==> src/rtl/seg7_pkg.sv <==
// Shared constants and types for the seven-segment display blocks.
package seg7_pkg;

   localparam int BCD_W = 4;

   typedef logic [6:0] seg_t;

   localparam seg_t           SEG_BLANK = 7'b0;
   localparam logic [BCD_W-1:0] BRI_FULL  = 4'd15;

endpackage

==> src/rtl/seg7_scan_mux_if.sv <==
// Host-side control and display-side outputs of the scanned seven-segment driver.
interface seg7_scan_mux_if #(parameter int NUM_DIGITS = 4);
   import seg7_pkg::*;

   logic [BCD_W*NUM_DIGITS-1:0] digits_in;
   logic                        load;
   logic                        blank_lz;
   logic [3:0]                  brightness;
   seg_t                        segments;
   logic [NUM_DIGITS-1:0]       digit_en;
   logic                        frame_done;

   modport master (
      output digits_in, load, blank_lz, brightness,
      input  segments, digit_en, frame_done
   );

   modport slave (
      input  digits_in, load, blank_lz, brightness,
      output segments, digit_en, frame_done
   );

endinterface

==> src/rtl/seg7_scan_mux_seg7.sv <==
// Existing hex-to-seven-segment decoder, {g,f,e,d,c,b,a}, active-high.
module seg7
   import seg7_pkg::*;
(
   input  logic [BCD_W-1:0] code,
   output seg_t             seg
);

   always_comb begin
      seg = SEG_BLANK;
      case (code)
         4'h0: seg = 7'h3F;
         4'h1: seg = 7'h06;
         4'h2: seg = 7'h5B;
         4'h3: seg = 7'h4F;
         4'h4: seg = 7'h66;
         4'h5: seg = 7'h6D;
         4'h6: seg = 7'h7D;
         4'h7: seg = 7'h07;
         4'h8: seg = 7'h7F;
         4'h9: seg = 7'h6F;
         4'hA: seg = 7'h77;
         4'hB: seg = 7'h7C;
         4'hC: seg = 7'h39;
         4'hD: seg = 7'h5E;
         4'hE: seg = 7'h79;
         4'hF: seg = 7'h71;
         default: seg = SEG_BLANK;
      endcase
   end

endmodule

==> src/rtl/seg7_scan_mux.sv <==
// Double-buffered, PWM-dimmed, time-multiplexed driver for NUM_DIGITS common-cathode digits.
module seg7_scan_mux
   import seg7_pkg::*;
#(
   parameter int NUM_DIGITS = 4,
   parameter int SCAN_DIV   = 10_000
)
(
   input logic             clk,
   input logic             reset,
   seg7_scan_mux_if.slave  bus
);

   localparam int CNT_W  = $clog2(SCAN_DIV);
   localparam int IDX_W  = $clog2(NUM_DIGITS);
   localparam int DATA_W = BCD_W * NUM_DIGITS;
   localparam logic [CNT_W-1:0] SLOT_LAST = CNT_W'(SCAN_DIV - 1);
   localparam logic [IDX_W-1:0] IDX_LAST  = IDX_W'(NUM_DIGITS - 1);

   logic [CNT_W-1:0]      scan_cnt;
   logic [IDX_W-1:0]      idx;
   logic [3:0]            pwm_cnt;
   logic [3:0]            bri_q;
   logic [DATA_W-1:0]     pending;
   logic [DATA_W-1:0]     display;
   logic                  pend_valid;
   logic                  slot_end;
   logic                  frame_end;
   logic [BCD_W-1:0]      cur_code;
   seg_t                  cur_seg;
   logic [NUM_DIGITS-1:0] lz_blank;
   logic                  digit_blank;
   logic                  digit_on;
   logic [NUM_DIGITS-1:0] en_onehot;

   assign slot_end  = (scan_cnt == SLOT_LAST);
   assign frame_end = slot_end && (idx == IDX_LAST);
   assign cur_code  = display[BCD_W*int'(idx) +: BCD_W];

   seg7 u_dec (
      .code (cur_code),
      .seg  (cur_seg)
   );

   // A digit is a leading zero when it and every more-significant digit are zero.
   always_comb begin : lz_mask
      logic zero_run;
      zero_run = 1'b1;
      lz_blank = '0;
      for (int i = NUM_DIGITS - 1; i >= 1; i--) begin
         zero_run    = zero_run && (display[BCD_W*i +: BCD_W] == '0);
         lz_blank[i] = bus.blank_lz && zero_run;
      end
   end

   assign digit_blank = lz_blank[idx] || (cur_code > BCD_W'(9));
   assign digit_on    = !digit_blank && (scan_cnt != '0) &&
                        ((bri_q == BRI_FULL) || (pwm_cnt < bri_q));
   assign en_onehot   = NUM_DIGITS'(1) << idx;

   always_ff @(posedge clk) begin
      if (reset) begin
         scan_cnt <= '0;
         idx      <= '0;
         pwm_cnt  <= '0;
         bri_q    <= '0;
      end else begin
         scan_cnt <= slot_end ? '0 : scan_cnt + 1'b1;
         pwm_cnt  <= slot_end ? '0 : pwm_cnt + 4'd1;
         if (slot_end)
            idx <= (idx == IDX_LAST) ? '0 : idx + 1'b1;
         if (scan_cnt == '0)
            bri_q <= bus.brightness;
      end
   end

   // Commit reads the pre-edge pending, so a load on the boundary waits a frame.
   always_ff @(posedge clk) begin
      if (reset) begin
         pending    <= '0;
         display    <= '0;
         pend_valid <= 1'b0;
      end else begin
         if (frame_end && pend_valid)
            display <= pending;
         if (bus.load) begin
            pending    <= bus.digits_in;
            pend_valid <= 1'b1;
         end else if (frame_end) begin
            pend_valid <= 1'b0;
         end
      end
   end

   always_ff @(posedge clk) begin
      if (reset) begin
         bus.segments   <= SEG_BLANK;
         bus.digit_en   <= '0;
         bus.frame_done <= 1'b0;
      end else begin
         bus.segments   <= digit_blank ? SEG_BLANK : cur_seg;
         bus.digit_en   <= digit_on ? en_onehot : '0;
         bus.frame_done <= frame_end;
      end
   end

endmodule

==> src/flat_wrapper.sv <==
// flat-port wrapper written by rule: the top's interface ports become plain ports
module seg7_scan_mux_flat import seg7_pkg::*;
#(
   parameter int NUM_DIGITS = 4,
   parameter int SCAN_DIV   = 10_000
)
  (clk, reset, bus_digits_in, bus_load, bus_blank_lz, bus_brightness, bus_segments, bus_digit_en, bus_frame_done);
  seg7_scan_mux_if #(.NUM_DIGITS(NUM_DIGITS)) bus_i ();
  input logic clk;
  input logic reset;
  input wire logic [$bits(bus_i.digits_in)-1:0] bus_digits_in;
  input wire logic [$bits(bus_i.load)-1:0] bus_load;
  input wire logic [$bits(bus_i.blank_lz)-1:0] bus_blank_lz;
  input wire logic [$bits(bus_i.brightness)-1:0] bus_brightness;
  output wire logic [$bits(bus_i.segments)-1:0] bus_segments;
  output wire logic [$bits(bus_i.digit_en)-1:0] bus_digit_en;
  output wire logic [$bits(bus_i.frame_done)-1:0] bus_frame_done;
  assign bus_i.digits_in = bus_digits_in;
  assign bus_i.load = bus_load;
  assign bus_i.blank_lz = bus_blank_lz;
  assign bus_i.brightness = bus_brightness;
  assign bus_segments = bus_i.segments;
  assign bus_digit_en = bus_i.digit_en;
  assign bus_frame_done = bus_i.frame_done;
  seg7_scan_mux #(.NUM_DIGITS(NUM_DIGITS), .SCAN_DIV(SCAN_DIV)) u_core (.clk(clk), .reset(reset), .bus(bus_i));
endmodule
==> config.mk <==
export PLATFORM = sky130hd
export DESIGN_NAME = seg7_scan_mux_flat
export DESIGN_NICKNAME = d
export VERILOG_FILES = /design/src/rtl/seg7_pkg.sv /design/src/rtl/seg7_scan_mux_if.sv /design/src/rtl/seg7_scan_mux_seg7.sv /design/src/rtl/seg7_scan_mux.sv /design/src/flat_wrapper.sv
export SDC_FILE = /design/constraint.sdc
export NUM_CORES = 1
export LEC_CHECK = 0
export ABC_AREA = 1
export CORE_ASPECT_RATIO = 0.9
export CORE_UTILIZATION = 40
export CTS_CLUSTER_SIZE = 28
export DETAILED_ROUTE_END_ITERATION = 12
export GPL_ROUTABILITY_DRIVEN = 0
export MAX_ROUTING_LAYER = met4
export PLACE_DENSITY = 0.68
export SLEW_MARGIN = 25
export SYNTH_ARGS = -nofsm -noshare
export SYNTH_HDL_FRONTEND = slang
export SYNTH_HIERARCHICAL = 1
export SYNTH_SLANG_ARGS = --single-unit
==> constraint.sdc <==
create_clock -name clk -period 4.66 [get_ports clk]
set_clock_uncertainty 0.05 [all_clocks]
set_input_delay 0.932 -clock clk [delete_from_list [all_inputs] [get_ports clk]]
set_output_delay 0.932 -clock clk [all_outputs]
set_load 0.02 [all_outputs]
==> metrics.txt <==
# TYPE chip_impl_metric gauge
chip_impl_metric{name="netlist_instances",unit=""} 419
chip_impl_info{name="cell_family_contributing_the_most_delay_on_the_critical_path",value="buffers and inverters"} 1
chip_impl_metric{name="power.share.switching",unit=""} 0.233
chip_impl_metric{name="area_growth_syn_to_layout",unit="%"} 19.5
chip_impl_info{name="top_signal_layer_used",value="met4"} 1
chip_impl_metric{name="post_cts.repair.setup_buffers",unit=""} 0
chip_impl_metric{name="setup_viol",unit=""} 0
chip_impl_metric{name="power.internal",unit="uW"} 962
chip_impl_metric{name="antenna_found_initial",unit=""} 0
chip_impl_metric{name="floorplan.rows",unit=""} 30
chip_impl_metric{name="start_util",unit=""} 0.412
chip_impl_metric{name="route.met2.wl",unit="mm"} 2.64
chip_impl_metric{name="deepest_level_of_the_cts_h_tree",unit=""} 3
chip_impl_metric{name="number_of_distinct_library_cells_after_synthesis",unit=""} 30
chip_impl_metric{name="die_height",unit="microns"} 85.7
chip_impl_metric{name="proportion_of_synthesized_chip_area_in_sequential_cells",unit=""} 0.444
chip_impl_metric{name="power.switching",unit="uW"} 292
chip_impl_metric{name="grt_first_pass_wirelength",unit="mm"} 10.6
chip_impl_metric{name="drc",unit=""} 1
chip_impl_metric{name="grt_max_degree",unit=""} 41
chip_impl_info{name="synthTopCellsByCount",value="nor2_1, dfxtp_1, nand2_1"} 1
chip_impl_info{name="clockRootBuffer",value="clkbuf_8"} 1
chip_impl_metric{name="antenna_cells",unit=""} 0
chip_impl_metric{name="critPathArrivalTime",unit="ns"} 2.53
chip_impl_info{name="crit_slowest_cell",value="clkdlybuf4s50_1"} 1
chip_impl_metric{name="via_per_inst",unit=""} 4.67
chip_impl_metric{name="detailroute.via_count",unit=""} 2589
chip_impl_metric{name="grt_overflow_total",unit=""} 0
chip_impl_metric{name="ioPinCount",unit=""} 36
chip_impl_metric{name="nNetsFinal",unit=""} 491
chip_impl_info{name="outcome",value="complete, but fails checks"} 1
chip_impl_metric{name="antenna_violating_nets_post_route",unit=""} 0
chip_impl_metric{name="post_cts_resized",unit=""} 0
chip_impl_metric{name="critPathMaxFanout",unit=""} 17
chip_impl_metric{name="maxSlewHeadroom",unit=""} 0.681
chip_impl_metric{name="power.ir.vdd_worst",unit="V"} 0.000178
chip_impl_metric{name="clk_sinks",unit=""} 69
chip_impl_metric{name="first_global_vias",unit=""} 2399
chip_impl_info{name="start_kind",value="primary input"} 1
chip_impl_metric{name="yosysWarningCount",unit=""} 6
chip_impl_metric{name="cts-hold-fix-buffers",unit=""} 0
chip_impl_metric{name="wl_met3",unit="microns"} 280
chip_impl_metric{name="synth.cell_area",unit="sq um"} 3110
chip_impl_info{name="clock_tree_from_tritoncts",value="built"} 1
chip_impl_info{name="setup_repair_after_global_routing_missed_its_margin",value="false"} 1
chip_impl_info{name="yosys-top-cells-area",value="dfxtp_1, nor2_1, nand2_1"} 1
chip_impl_metric{name="insertion_delay",unit="ns"} 0.34
chip_impl_metric{name="yosys_register_bits",unit=""} 69
chip_impl_metric{name="timing.critical_path.slowest_cell_delay",unit="ns"} 0.76
chip_impl_metric{name="globalRouteTotalUtil",unit=""} 0.171
chip_impl_metric{name="wire_per_inst",unit="microns"} 10.8
chip_impl_info{name="crit_top_cell",value="nor2_1"} 1
chip_impl_info{name="crit_chain",value="clkdlybuf4s50_1, clkinv_1, nor2_1, nor2_1"} 1
chip_impl_metric{name="numCtsBuffers",unit=""} 9
chip_impl_metric{name="post_route_cells_drive_above_1_share",unit=""} 0.0764
chip_impl_metric{name="fin_total_pwr",unit="mW"} 1.25
chip_impl_metric{name="setup_tns",unit="ns"} 0
chip_impl_metric{name="first_iter_violations",unit=""} 162
chip_impl_metric{name="timing.final.hold_violations",unit=""} 0
chip_impl_info{name="synth_top_flop_cell",value="dfxtp_1"} 1
chip_impl_metric{name="synth_fp_nets",unit=""} 457
chip_impl_metric{name="cts_max_path_buffers",unit=""} 2
chip_impl_metric{name="clk_pin_slew_worst_paths",unit="ns"} 0.07
chip_impl_metric{name="synth_edf_count",unit=""} 0
chip_impl_metric{name="hpwlAfterDp",unit="mm"} 4.35
chip_impl_metric{name="required_worst_endpoint",unit="ns"} 4.84
chip_impl_metric{name="syn_avg_cell_area",unit="sq um"} 7.43
chip_impl_metric{name="maxSlewViolCount",unit=""} 0
chip_impl_metric{name="static_leakage",unit="nW"} 1.58
chip_impl_metric{name="chipWidth",unit="microns"} 95.0
chip_impl_metric{name="synth_largest_type_area_fraction",unit=""} 0.444
chip_impl_info{name="sort_of_element_at_the_end_of_the_critical_path",value="flop"} 1
chip_impl_info{name="min-delay-path-class",value="reg2reg"} 1
chip_impl_metric{name="p_comb_frac",unit=""} 0.078
chip_impl_metric{name="cap_violations",unit=""} 0
chip_impl_info{name="yosysMostFrequentCell",value="nor2_1"} 1
chip_impl_metric{name="core",unit="sq um"} 7540
chip_impl_metric{name="p_seq_frac",unit=""} 0.499
chip_impl_info{name="violations",value="DRC"} 1
chip_impl_metric{name="final_min_period_over_clock_period",unit=""} 0.502
chip_impl_metric{name="max_freq",unit="MHz"} 427
chip_impl_metric{name="dr.pass1.iters",unit=""} 9
chip_impl_metric{name="async_flop_share",unit=""} 0
chip_impl_info{name="setup.worst_path.class",value="in2reg"} 1
chip_impl_metric{name="power_density",unit="nW/um^2"} 337
chip_impl_metric{name="max_slew.worst_pin.slew",unit="ns"} 0.478
chip_impl_metric{name="place.port_buffers",unit=""} 35
chip_impl_info{name="yosys.area.top_type",value="dfxtp_1"} 1
chip_impl_metric{name="postRouteWirelength",unit="mm"} 5.99
chip_impl_metric{name="pwr-share-clk",unit=""} 0.423
chip_impl_metric{name="period_needed",unit="ns"} 2.34
chip_impl_metric{name="critical_path_buf_inv_count",unit=""} 2
chip_impl_metric{name="fp.dieArea",unit="sq um"} 8140
chip_impl_metric{name="detail_route.wirelength.met1",unit="mm"} 3.02
per-stage QoR:
step	instance area, sq um	hold slack (ns)	instances	utilization	setup slack (ns)
3_3_place_gp	3500	0.387	538	0.464	2.03
3_5_place_dp	3500	0.385	538	0.464	1.99
6_report	3720	0.394	554	0.493	2.32
4_1_cts	3720	0.396	554	0.493	2.35
5_1_grt	3720	0.430	554	0.493	2.11
2_1_floorplan	3110	0.370	419	-	2.82
metal layers:
layer | vias up | global-route usage
met1 | 1123 | 0.212
met5 | - | -
met4 | 0 | 0.0455
li1 | 1403 | -
met2 | 58 | 0.262
met3 | 5 | 0.0621
cell families (layout without fill, tap and decap cells):
logic type,after synthesis,count (layout),synth area share
AO/OA/AOI/OAI,79,79,0.130
buffers and inverters,70,109,0.0993
adder cells (fa/ha/maj),14,14,0.0563
AND/OR/NAND/NOR,181,181,0.254
flip-flops,69,69,0.444
XOR/XNOR,6,6,0.0169
flip-flops by register name, summed over array words and instances, names as in the netlist:
signal and flops:
u_core/bus.frame_done 1, u_core/pend_valid 1, u_core/bus.segments 7, u_core/bri_q 4
u_core/pwm_cnt 4, u_core/idx 2, u_core/bus.digit_en 4, u_core/scan_cnt 14
u_core/display 16, u_core/pending 16
layout by cell type (no fill, tap or decap):
cell type,instances
nor2_1,70
dfxtp_1,69
nand2_1,66
inv_1,49
clkdlybuf4s50_1,35
o21ai_0,31
a21oi_1,30
nand3_1,21
o21ai_1,15
ha_1,14
clkbuf_8,9
nor3_1,8
inv_2,6
nand2_2,4
nand4_1,4
xor2_1,4
clkinv_4,2
bufinv_16,2
nand3_2,2
nor2_4,2
nor2_2,2
xnor2_1,2
clkinv_2,1
clkinvlp_4,1
inv_6,1
o221ai_1,1
clkinv_1,1
nand4_4,1
o21bai_1,1
o21a_1,1
nor3b_1,1
buf_4,1
inv_4,1
power by group through the flow:
stage / combinational [mW] / clock, mW / sequential [mW]
finish: 0.0982 / 0.530 / 0.625
global route: 0.113 / 0.578 / 0.628
global placement: 0.0947 / 0 / 0.638
floorplan: 0.0525 / 0 / 0.640
detailed placement: 0.0981 / 0 / 0.639
CTS: 0.0988 / 0.546 / 0.625
path summary, 6_finish.rpt:
path | from | endpoint | slack, ns | cells past startpoint
setup / recovery | bus_load | u_core/pending[0]$_SDFFE_PP0P_ | 2.32 | 4
hold reg to reg | u_core/display[0]$_SDFFE_PP0P_ | u_core/display[0]$_SDFFE_PP0P_ | 0.39 | 2
hold / removal | u_core/display[0]$_SDFFE_PP0P_ | u_core/display[0]$_SDFFE_PP0P_ | 0.39 | 2
setup reg to reg | u_core/idx[0]$_SDFFE_PP0N_ | u_core/bus.segments[3]$_SDFF_PP0_ | 2.48 | 10
worst min-delay path, delay by kind of cell (launching register included):
kind | cells | cell delay, ns
buf+inv | 1 | 0.04
flops | 1 | 0.31
compound gates | 1 | 0.05
area by class of cell:
type | count | area, sq um
fillers | 740 | 3820
multi-input cells | 280 | 1420
flip-flops and latches | 69 | 1380
repair buffers | 36 | 358
inverters | 57 | 216
clock buffers | 9 | 124
well taps | 96 | 120
clock inverters | 7 | 98.8
No activity file was read; power rests on OpenSTA's default activity.
